### src/rtl/vote_session_scheduler.sv
// vote_session_scheduler
// ----------------------
// Schedules access of N_BOOTH booth stations to a shared vote counter.
// A session is opened from IDLE, the counter is unlocked with a one-cycle
// key, and booths are then granted one at a time in round-robin order.
// A granted booth has TIMEOUT cycles to make a choice. The choice becomes
// a one-cycle active-low strobe (A, B or C) to the counter. The session
// ends on close or after MAX_BALLOTS ballots. A tie reported by the counter
// starts a runoff round without re-arming.
//
// Ports
//   clk          clock, rising edge
//   rst          asynchronous active-high reset
//   open_i       level, starts a session from IDLE
//   close_i      level, requests session end (honoured between ballots)
//   req_i        per-booth vote request, level
//   sel_i        booth i choice at [2i+1:2i]: 00 none, 01 A, 10 B, 11 C
//   tie_in_i     counter reports a tie, sampled at the end of DONE
//   key_val_o    unlock key, 4'hF for the single ARM cycle
//   a_n_o/b_n_o/c_n_o  active-low one-cycle vote strobes
//   vote_done_o  one-cycle pulse on entry to DONE
//   grant_o      one-hot grant to the booth currently voting
//   ballots_o    ballots cast this round (saturating)
//   timeouts_o   grants expired without a choice this session (saturating)
//   busy_o       high whenever the scheduler is not IDLE
module vote_session_scheduler #(
  parameter int N_BOOTH     = 4,
  parameter int TIMEOUT     = 15,
  parameter int MAX_BALLOTS = 100
) (
  input  logic                   clk,
  input  logic                   rst,
  input  logic                   open_i,
  input  logic                   close_i,
  input  logic [N_BOOTH-1:0]     req_i,
  input  logic [2*N_BOOTH-1:0]   sel_i,
  input  logic                   tie_in_i,
  output logic [3:0]             key_val_o,
  output logic                   a_n_o,
  output logic                   b_n_o,
  output logic                   c_n_o,
  output logic                   vote_done_o,
  output logic [N_BOOTH-1:0]     grant_o,
  output logic [6:0]             ballots_o,
  output logic [6:0]             timeouts_o,
  output logic                   busy_o
);

  localparam int IDX_W = (N_BOOTH > 1) ? $clog2(N_BOOTH) : 1;
  localparam logic [IDX_W-1:0] LAST_BOOTH = IDX_W'(N_BOOTH - 1);
  localparam logic [9:0]       WIN_LAST   = 10'(TIMEOUT - 1);
  localparam logic [6:0]       BALLOT_CAP = 7'(MAX_BALLOTS);
  localparam logic [6:0]       SAT_MAX    = 7'h7F;

  typedef enum logic [2:0] {
    IDLE,
    ARM,
    WAIT_REQ,
    GRANT,
    CAST,
    RELEASE,
    DONE
  } state_t;

  state_t             state_q;
  logic [IDX_W-1:0]   last_q;
  logic [9:0]         win_q;
  logic [3:0]         key_val_q;
  logic               a_n_q, b_n_q, c_n_q;
  logic               vote_done_q;
  logic [N_BOOTH-1:0] grant_q;
  logic [6:0]         ballots_q;
  logic [6:0]         timeouts_q;
  logic               busy_q;

  logic [IDX_W-1:0]   pick_d;
  logic               found_d;
  logic [IDX_W-1:0]   idx_d;
  logic [1:0]         gsel_d;
  logic               greq_d;

  // Round-robin search: start one past the last granted booth and wrap, so
  // the booth that just voted is considered last.
  always_comb begin
    pick_d  = last_q;
    found_d = 1'b0;
    idx_d   = last_q;
    for (int k = 1; k <= N_BOOTH; k++) begin
      idx_d = IDX_W'((int'(last_q) + k) % N_BOOTH);
      if (!found_d && req_i[idx_d]) begin
        pick_d  = idx_d;
        found_d = 1'b1;
      end
    end
  end

  // Only the granted booth's request and choice are looked at; last_q holds
  // the granted booth for the whole GRANT/CAST period.
  assign gsel_d = sel_i[{last_q, 1'b0} +: 2];
  assign greq_d = req_i[last_q];

  // Main scheduler FSM with registered outputs. Pulse-type outputs (key,
  // strobes, vote_done) default to inactive every cycle and are only set on
  // the transition into the state that owns them.
  always_ff @(posedge clk or posedge rst) begin
    if (rst) begin
      state_q     <= IDLE;
      last_q      <= LAST_BOOTH;
      win_q       <= '0;
      key_val_q   <= '0;
      a_n_q       <= 1'b1;
      b_n_q       <= 1'b1;
      c_n_q       <= 1'b1;
      vote_done_q <= 1'b0;
      grant_q     <= '0;
      ballots_q   <= '0;
      timeouts_q  <= '0;
      busy_q      <= 1'b0;
    end else begin
      key_val_q   <= '0;
      a_n_q       <= 1'b1;
      b_n_q       <= 1'b1;
      c_n_q       <= 1'b1;
      vote_done_q <= 1'b0;
      case (state_q)
        IDLE: begin
          if (open_i) begin
            state_q    <= ARM;
            key_val_q  <= 4'hF;
            busy_q     <= 1'b1;
            ballots_q  <= '0;
            timeouts_q <= '0;
            last_q     <= LAST_BOOTH;
          end
        end
        ARM: begin
          state_q <= WAIT_REQ;
        end
        WAIT_REQ: begin
          if (close_i || ballots_q == BALLOT_CAP) begin
            state_q     <= DONE;
            vote_done_q <= 1'b1;
          end else if (found_d) begin
            state_q <= GRANT;
            grant_q <= N_BOOTH'(1) << pick_d;
            last_q  <= pick_d;
            win_q   <= '0;
          end
        end
        GRANT: begin
          // The strobe registers themselves latch the choice for CAST.
          if (gsel_d != 2'b00) begin
            state_q <= CAST;
            a_n_q   <= (gsel_d != 2'b01);
            b_n_q   <= (gsel_d != 2'b10);
            c_n_q   <= (gsel_d != 2'b11);
          end else if (!greq_d) begin
            state_q <= RELEASE;
            grant_q <= '0;
          end else if (win_q == WIN_LAST) begin
            state_q <= RELEASE;
            grant_q <= '0;
            if (timeouts_q != SAT_MAX) timeouts_q <= timeouts_q + 7'd1;
          end else begin
            win_q <= win_q + 10'd1;
          end
        end
        CAST: begin
          state_q <= RELEASE;
          grant_q <= '0;
          if (ballots_q != SAT_MAX) ballots_q <= ballots_q + 7'd1;
        end
        RELEASE: begin
          state_q <= WAIT_REQ;
        end
        DONE: begin
          // First DONE cycle carries vote_done; the tie decision is taken
          // in the following cycle.
          if (!vote_done_q) begin
            if (tie_in_i) begin
              state_q   <= WAIT_REQ;
              ballots_q <= '0;
            end else begin
              state_q <= IDLE;
              busy_q  <= 1'b0;
            end
          end
        end
        default: begin
          state_q <= IDLE;
          busy_q  <= 1'b0;
          grant_q <= '0;
        end
      endcase
    end
  end

  assign key_val_o   = key_val_q;
  assign a_n_o       = a_n_q;
  assign b_n_o       = b_n_q;
  assign c_n_o       = c_n_q;
  assign vote_done_o = vote_done_q;
  assign grant_o     = grant_q;
  assign ballots_o   = ballots_q;
  assign timeouts_o  = timeouts_q;
  assign busy_o      = busy_q;

endmodule

### config.mk
export PLATFORM = sky130hd
export DESIGN_NAME = vote_session_scheduler
export DESIGN_NICKNAME = d
export VERILOG_FILES = /design/src/rtl/vote_session_scheduler.sv
export SDC_FILE = /design/constraint.sdc
export NUM_CORES = 1
export LEC_CHECK = 0
export ABC_AREA = 1
export ABC_CLOCK_PERIOD_IN_PS = 2000
export CORE_MARGIN = 2
export CORE_UTILIZATION = 53
export CTS_CLUSTER_SIZE = 25
export DETAILED_ROUTE_END_ITERATION = 8
export PLACE_DENSITY = 0.89
export RECOVER_POWER = 50
export SYNTH_ARGS = -nofsm -noshare
export SYNTH_HDL_FRONTEND = slang
export SYNTH_SLANG_ARGS = --single-unit
export TNS_END_PERCENT = 30
### constraint.sdc
create_clock -name clk -period 2 [get_ports clk]
set_clock_uncertainty 0.1 [all_clocks]
set_input_delay 0.4 -clock clk [delete_from_list [all_inputs] [get_ports clk]]
set_output_delay 0.4 -clock clk [all_outputs]
set_load 0.01 [all_outputs]
======== Word-level counts from Yosys, hierarchy flattened ========
Index checks and enable logic that the tools add are counted.
word-level totals
  output and inout bits ................... 27
  flip-flop bits (word level) ............. 42
  logic and storage cells ................. 146
operators by class
  bitwise operators ....................... 2
  muxes and demuxes ....................... 67
  magnitude comparators ................... 5
  reductions and logical operators ........ 23
  add/sub/neg operators ................... 7
  shift operators ......................... 2
  equality and inequality tests ........... 28
operator list
  kind                   count
  $mux 7                 8
  $mux 10                5
  $mux 4                 7
  $ne 2x2->1 const B     14
  $mux 3                 7
  $pmux 7 s3             1
  $mux 1                 20
  $pmux 10 s2            1
  $pmux 3 s6             1
  $mux 2                 8
  $lt 2x3->1 const B     5
  $add 7x1->7 const B    2
  $ne 7x7->1 const B     2
  $pmux 7 s2             1
  $pmux 4 s3             1
  $reduce_and 4->1       3
  $reduce_and 6->1       2
  $add 10x1->10 const B  1
  $bmux 1 s2             5
  $eq 10x4->1 const B    1
  $reduce_and 5->1       2
  $eq 3x3->1 const B     3
  $reduce_bool 2->1      4
  $shiftx 8x4->2         1
  other kinds (20)       29

======== Depth between registers and ports, before layout ========
Gate-level depths: netlist of run 1.
  word-level depth ........................ 17
  depth in mapped cells ................... 14

======== Worst setup path before layout of run 1 ========
OpenSTA, ideal clock, no wires.
  path type ............................... register -> register
  start point ............................. register last_q[0]
  end point ............................... register win_q[0]
  cell stages (with the launch flop) ...... 14
  slack ................................... 211 ps
  path buffers ............................ 2
  data required time ...................... 1783 ps
  arrival time ............................ 1572 ps
  cell sequence ........................... dfstp_2 -> inv_2 -> buf_6 -> nand2_1 -> nand2_2 -> nand2_1 -> nand2_2 -> nor2_4 -> nand3_2 -> nand2_1 -> nand2_2 -> buf_6 -> nand3_1 -> nand2_1
between the ends
  longest elaborated chain between the ends .. 15
  elaborated cells between the ends (all ways) .. 30
  classes of those cells .................. add/sub (4); eq/ne (3); shift (1); mux (14); reduce/logical (8)
ends and longest elaborated chain
  element                       RTL line  RTL
  from (decl)                   66        logic [IDX_W-1:0] last_q;
  from (signal assigned)        146       last_q <= pick_d;
  $add 2x1->2                   89        idx_d = IDX_W'((int'(last_q) + k) % N_BOOTH);
  $bmux 1 s2                    90        if (!found_d && req_i[idx_d]) begin
  $mux 1 (implied by the code)  90
  $mux 1                        90
  $logic_not 1->1               90
  $logic_and 1x1->1             90
  $mux 1                        90
  $logic_not 1->1               90
  $logic_and 1x1->1             90
  $mux 1                        90
  $logic_not 1->1               90
  $logic_and 1x1->1             90
  $mux 1                        90
  $ne 2x2->1 (no line)          -
  $reduce_and 6->1 (no line) *  -
  to (signal assigned)          165       win_q <= win_q + 10'd1;
  to (decl)                     67        logic [9:0] win_q;
Every way passes the cells marked *; elsewhere a longest branch is shown, timed or not. The select of a mux whose other input is x is not followed.
A chain may end at the register's enable or synchronous reset.

======== Worst setup path in the final report of run 1 ========
  start point ............................. register last_q[0]
  end point ............................... register win_q[7]
Same word-level chain as after synthesis.

==> flow_summary_export.csv, run 1 <==
group,metric,value,unit
global_route,grt_max_degree,23,
floorplan,die_height,74.03,um
worst_setup_path,worstReg2RegStart,"last_q[0]",
min_path,min_from,"grant_o[1]",
route,viasPerCell,5.446,
power,irDropWorstVdd,858.0,uV
final_layout,fin_nets,470,
worst_setup_path,critPathKind,"flip-flop to flip-flop",
worst_setup_path,cp_max_fo,6,
worst_setup_path,cp-start-kind,"flip-flop",
min_path,holdPathEnd,"grant_o[1]",
power,p_per_area,1132,mW/mm^2
global_route,antenna_found_initial,0,
route,drt_iter0_markers,222,
final_layout,drive_gt1_share,21.83,%
sta,fin_setup_tns,-1170,ps
clock_network,cts_max_path_buffers,2,
global_route,overflow,0,
final_layout,nFillCells,312,
synthesis,synth_xor_area_share,5.055,%
min_path,whs_path_depth,2,
sta,min_period_over_period,104.8,%
final_layout,mostFrequentLayoutCell,"nand2_1",
floorplan,start_util,55.02,%
synthesis,synth-adder-area-share,2.407,%
clock_network,cts_max_level,2,
floorplan,dieWidth,74.03,um
synthesis,synth_top_family_by_area,"simple AND/OR/NAND/NOR gates",
run,cap_violations,0,
synthesis,synth_compound_area_share,4.333,%
sta,hold_violations,0,
global_route,grt_pass1_wl,10.01,mm
clock_network,clk_latency,300,ps
route,wirelength,7.283,mm
synthesis,mappedNetlistArea,0.002599,sq mm
route,drc,0,
status,status,"complete, but fails checks",
route,wl_per_cell,14.11,um
sta,max_freq,477.0,MHz
route,vias,2810,
worst_setup_path,required,2130,ps
final_layout,final_cell_mix,"nand2_1 (116), clkdlybuf4s50_1 (42), nand3_1 (37), nor2_1 (36), dfrtp_1 (34)",
clock_network,cts_made_buffers,5,
sta,rsz0062_at_grt,"yes",
clock_network,clk_pin_slew_worst_paths,80,ps
synthesis,yosys.area_share.simple,42.18,%
worst_setup_path,rrSetupSlack,-100,ps
power,leakagePower,1.701,nW
synthesis,yosys_warnings,0,
synthesis,seq_area_frac_synth,37.79,%
worst_setup_path,r2r_end,"win_q[7]",
status,violations,"setup timing",
synthesis,muxShareOfSynthArea,0,%
place,gp_congestion,0.9229,
global_route,grt_usage,23.67,%
clock_network,postCtsHoldBufs,0,
final_layout,syn2layout_area_growth,36.25,%
final_layout,instances_no_fill,516,
final_layout,diodes,0,
sta,setup_ws,-96.40,ps
synthesis,synth-seq-cells,39,
synthesis,synth_cells,372,
sta,relSlewSlack,19.79,%
sta,min_period,2096,ps
sta,drv_slew,0,
worst_setup_path,cp.arrival,2230,ps
clock_network,tritoncts,"built",
min_path,hp-class,"flip-flop to flip-flop",
synthesis,synth.distinct_cells,34,
clock_network,clkSinkCount,39,
synthesis,synth_nets,394,
floorplan,io_pins,44,
route,dr.pass1.iters,5,
worst_setup_path,r2r_cells,12,
worst_setup_path,end_kind,"flip-flop",
floorplan,placementRows,25,
floorplan,dieArea,0.005480,sq mm
synthesis,syn_avg_cell_area,6.986,sq um
global_route,grt_pass1_vias,2292,
place,hpwl,4.309,mm
sta,tightest_slew,1203,ps
sta,hold_ws,416.0,ps
route,antenna_left,0,
sta,setup_viol,19,
clock_network,root_buffer,"clkbuf_8",
place,dpl.cell_count,495,
place,io_buffers,43,
floorplan,coreArea,0.004723,sq mm
metal layers:
| metal | GRT usage, % | vias up | part of all wire (%) |
|---|---|---|---|
| li1 | - | 1333 | - |
| met1 | 31.46 | 1303 | 40 |
| met2 | 37.80 | 147 | 49 |
| met3 | 5.962 | 27 | 7.8 |
| met4 | 8.283 | 0 | 2.8 |
| met5 | 0 | - | 0 |
worst max-delay path: stages, from the launching register on:
cell and delay [ps]:
dfstp_2 610, clkinv_4 100, buf_6 130, nand3_1 60, nand2_1 60, nor2_2 140
nand2_2 100, nand2_4 100, o21ai_4 80, nor2_4 220, buf_6 170, nand3_1 80
nand2_1 60
registers in the layout, summed over array words and instances (netlist names):
signal       count
c_n_o            1
timeouts_o       7
key_val_o        1
win_q           10
vote_done_o      1
grant_o          4
ballots_o        7
b_n_o            1
a_n_o            1
last_q           2
state_q          3
busy_o           1
how the worst max path moves through the flow:
stage,startpoint,end,slack [ps],cells past startpoint
after floorplan,last_q[0],win_q[0],210,13
after global placement,req_i[1],win_q[4],6,12
after detailed placement,req_i[1],win_q[9],-40,12
after CTS,last_q[0],win_q[4],10,12
after global routing,last_q[0],win_q[4],-150,12
final,last_q[0],win_q[7],-100,12
stage by stage:
step	utilization, %	setup slack [ps]	cell area (sq um)	power [mW]
6_report	74.97	-96.40	3541	4.010
5_1_grt	74.97	-154.4	3541	4.270
4_1_cts	70.04	9.735	3308	3.600
3_5_place_dp	68.16	-43.72	3219	3.047
3_3_place_gp	68.16	5.917	3219	2.988
2_1_floorplan	-	211.1	2599	2.343
cell type report:
class                      instances  area (sq um)  area share, %
multi-input combinational        288          1531          43.25
sequential                        39         982.2          27.74
timing repair buffer              78         711.9          20.11
inverter                          36         142.6          4.028
tap                               67         83.83          2.367
clock buffer                       5         68.82          1.943
clock inverter                     3         20.02         0.5654
Yosys cell counts, drive strengths merged:
cell    count  area [sq um]
o31ai       1         7.510
xnor2       6         52.55
o21ai       9         48.80
nor3b       1         7.510
nand3      46         235.2
o22ai       2         12.51
ha          5         62.56
nor4        1         6.260
a22oi       1         7.510
dfstp       5         131.4
clkbuf      1         3.750
nand4       7         50.05
a21oi       3         15.01
buf         9         75.07
o21bai      1         7.510
xor2        9         78.83
a31oi       1         6.260
nand2     140         540.5
dfrtp      34         850.8
nor2       44         190.2
o21a        1         7.510
nor3        7         51.30
nand3b      2         15.01
inv        36         135.1
cells by family (layout without fill, tap and decap cells):
kind of cell,after synthesis,in the layout
AOI/OAI and AO/OA,19,19
xor gates and xnor gates,15,15
adders and majority gates,5,5
buffers and inverters,46,122
DFF,39,39
and+or+nand+nor,248,249
where the power goes:
group          total (mW)  switching, mW  internal (mW)
registers            1.08          0.139          0.941
clock network       0.535          0.293          0.243
logic                2.39           1.43          0.962
total                4.01           1.86           2.15
timing repair:
action / 4_1_cts / 5_1_grt
gates resized for setup: 0 / 48
setup buffers: 0 / 11
endpoints found under the setup margin: 0 / 26
(Power assumes the default switching activity.)
==> inputs of run 2 (changes only) <==
--- a/config.mk
+++ b/config.mk
@@ -6,7 +6,9 @@
 export NUM_CORES = 1
 export LEC_CHECK = 0
 export ABC_AREA = 1
-export ABC_CLOCK_PERIOD_IN_PS = 2000
+export ABC_CLOCK_PERIOD_IN_PS = 2200
+export CAP_MARGIN = 20
+export CORE_ASPECT_RATIO = 1.25
 export CORE_MARGIN = 2
 export CORE_UTILIZATION = 53
 export CTS_CLUSTER_SIZE = 25
==> constraint.sdc (replaced) <==
create_clock -name clk -period 2.2 [get_ports clk]
set_clock_uncertainty 0.1 [all_clocks]
set_input_delay 0.44 -clock clk [delete_from_list [all_inputs] [get_ports clk]]
set_output_delay 0.44 -clock clk [all_outputs]
set_load 0.01 [all_outputs]
==> flow_summary_export.csv, run 2 (synthesis results as in run 1) <==
group,metric,value,unit
floorplan,dieWidth,66.63,um
route,dr.pass1.iters,4,
sta,hold_violations,0,
global_route,antenna_found_initial,0,
clock_network,cts_max_level,2,
power,p_per_area,982.0,mW/mm^2
floorplan,placementRows,28,
global_route,grt_pass1_wl,10.18,mm
global_route,grt_pass1_vias,2448,
power,leakagePower,1.575,nW
min_path,hp-class,"flip-flop to flip-flop",
final_layout,syn2layout_area_growth,22.73,%
sta,min_period,2006,ps
final_layout,fin_area,0.003189,sq mm
global_route,grt_usage,24.11,%
global_route,grt_max_degree,40,
power,power,3.132,mW
sta,max_freq,498.5,MHz
place,dpl.cell_count,474,
route,vias,2529,
place,gp_congestion,0.9591,
sta,drv_slew,0,
status,status,"complete, no violations",
route,wl_per_cell,12.23,um
global_route,overflow,0,
sta,rsz0062_at_grt,"no",
route,drc,0,
route,viasPerCell,5.225,
floorplan,dieArea,0.005483,sq mm
worst_setup_path,critPathKind,"flip-flop to flip-flop",
route,antenna_left,0,
worst_setup_path,end_kind,"flip-flop",
power,irDropWorstVdd,594.2,uV
place,place_area,0.003093,sq mm
route,drt_iter0_markers,175,
clock_network,postCtsHoldBufs,0,
place,hpwl,4.436,mm
final_layout,final_cell_mix,"nand2_1 (134), nand3_1 (45), nor2_1 (39), clkdlybuf4s50_1 (38), dfrtp_1 (34)",
final_layout,mostFrequentLayoutCell,"nand2_1",
run,cap_violations,0,
sta,setup_viol,0,
clock_network,clk_latency,300,ps
sta,tightest_slew,973.3,ps
final_layout,largest_register,"win_q",
final_layout,instances_no_fill,484,
floorplan,coreArea,0.004730,sq mm
clock_network,tritoncts,"built",
route,wirelength,5.917,mm
worst_setup_path,cp-start-kind,"flip-flop",
place,io_buffers,43,
final_layout,largest_register_ffs,10,
sta,min_period_over_period,91.18,%
sta,relSlewSlack,35.11,%
clock_network,cts_max_path_buffers,2,
final_layout,diodes,0,
final_layout,drive_gt1_share,10.14,%
clock_network,cts_made_buffers,5,
worst_setup_path,cp.arrival,2150,ps
clock_network,clk_pin_slew_worst_paths,80,ps
floorplan,start_util,54.95,%
worst_setup_path,required,2340,ps
floorplan,io_pins,44,
clock_network,root_buffer,"clkbuf_8",
floorplan,die_height,82.29,um
final_layout,fin_nets,445,
worst_setup_path,cp_max_fo,11,
sta,fin_setup_tns,0,ps
clock_network,clkSinkCount,39,
[run 2: critical path, cell delays in order (launching register included)]
cell and delay, ps:
dfstp_2 600, buf_4 180, nand2_1 80, nand3_1 100, nand2_2 90, nor2_4 170, nand3_2 90, nand2_1 80
nand2_2 140, nand2_4 170, nand2_1 70, nand2_1 60
[run 2: final cells by class]
type	count	area, sq um
timing repair buffer	54	510.5
tap	60	75.07
inverter	36	135.1
fill	418	1540
sequential	39	982.2
clock buffer	7	76.32
multi-input combinational	287	1405
clock inverter	1	5.005
[run 2: what timing repair did]
item | in CTS | in global routing
buffers inserted | 0 | 2
gates resized for setup | 0 | 1
endpoints found under the setup margin | 0 | 10
[run 2: path summary, 6_finish.rpt]
check	cells after the start	start	to	slack (ps)
worst max-delay path	11	last_q[0]	win_q[6]	190
min in group asynchronous	3	rst	win_q[3]	780
worst min register to register	2	grant_o[3]	grant_o[3]	380
max in group asynchronous	3	rst	state_q[2]	620
worst min-delay path	2	grant_o[3]	grant_o[3]	380
worst max register to register	11	last_q[0]	win_q[6]	190
[run 2: per-layer routing]
metal / vias to the layer above / routed length, um / track usage, %
met1: 1170 / 2372 / 27.09
met4: 0 / 142 / 13.47
li1: 1283 / - / -
met5: - / 0 / 0
met3: 16 / 184 / 2.846
met2: 60 / 3217 / 43.90
[run 2: power breakdown]
group          leakage, nW  switching [mW]  internal, mW  total [mW]
Clock               0.0422           0.258         0.223       0.481
Combinational         1.01            1.03         0.634        1.67
Sequential           0.519           0.129         0.855       0.984
Total                 1.58            1.42          1.71        3.13
[run 2: stage by stage]
step	hold WS, ps	utilization (%)	worst slack [ps]
floorplan	383.6	-	411.1
global placement	365.9	65.40	65.55
detailed placement	364.5	65.40	8.963
CTS	384.8	67.12	108.0
global route	390.7	67.43	2.203
finish	377.4	67.43	194.0
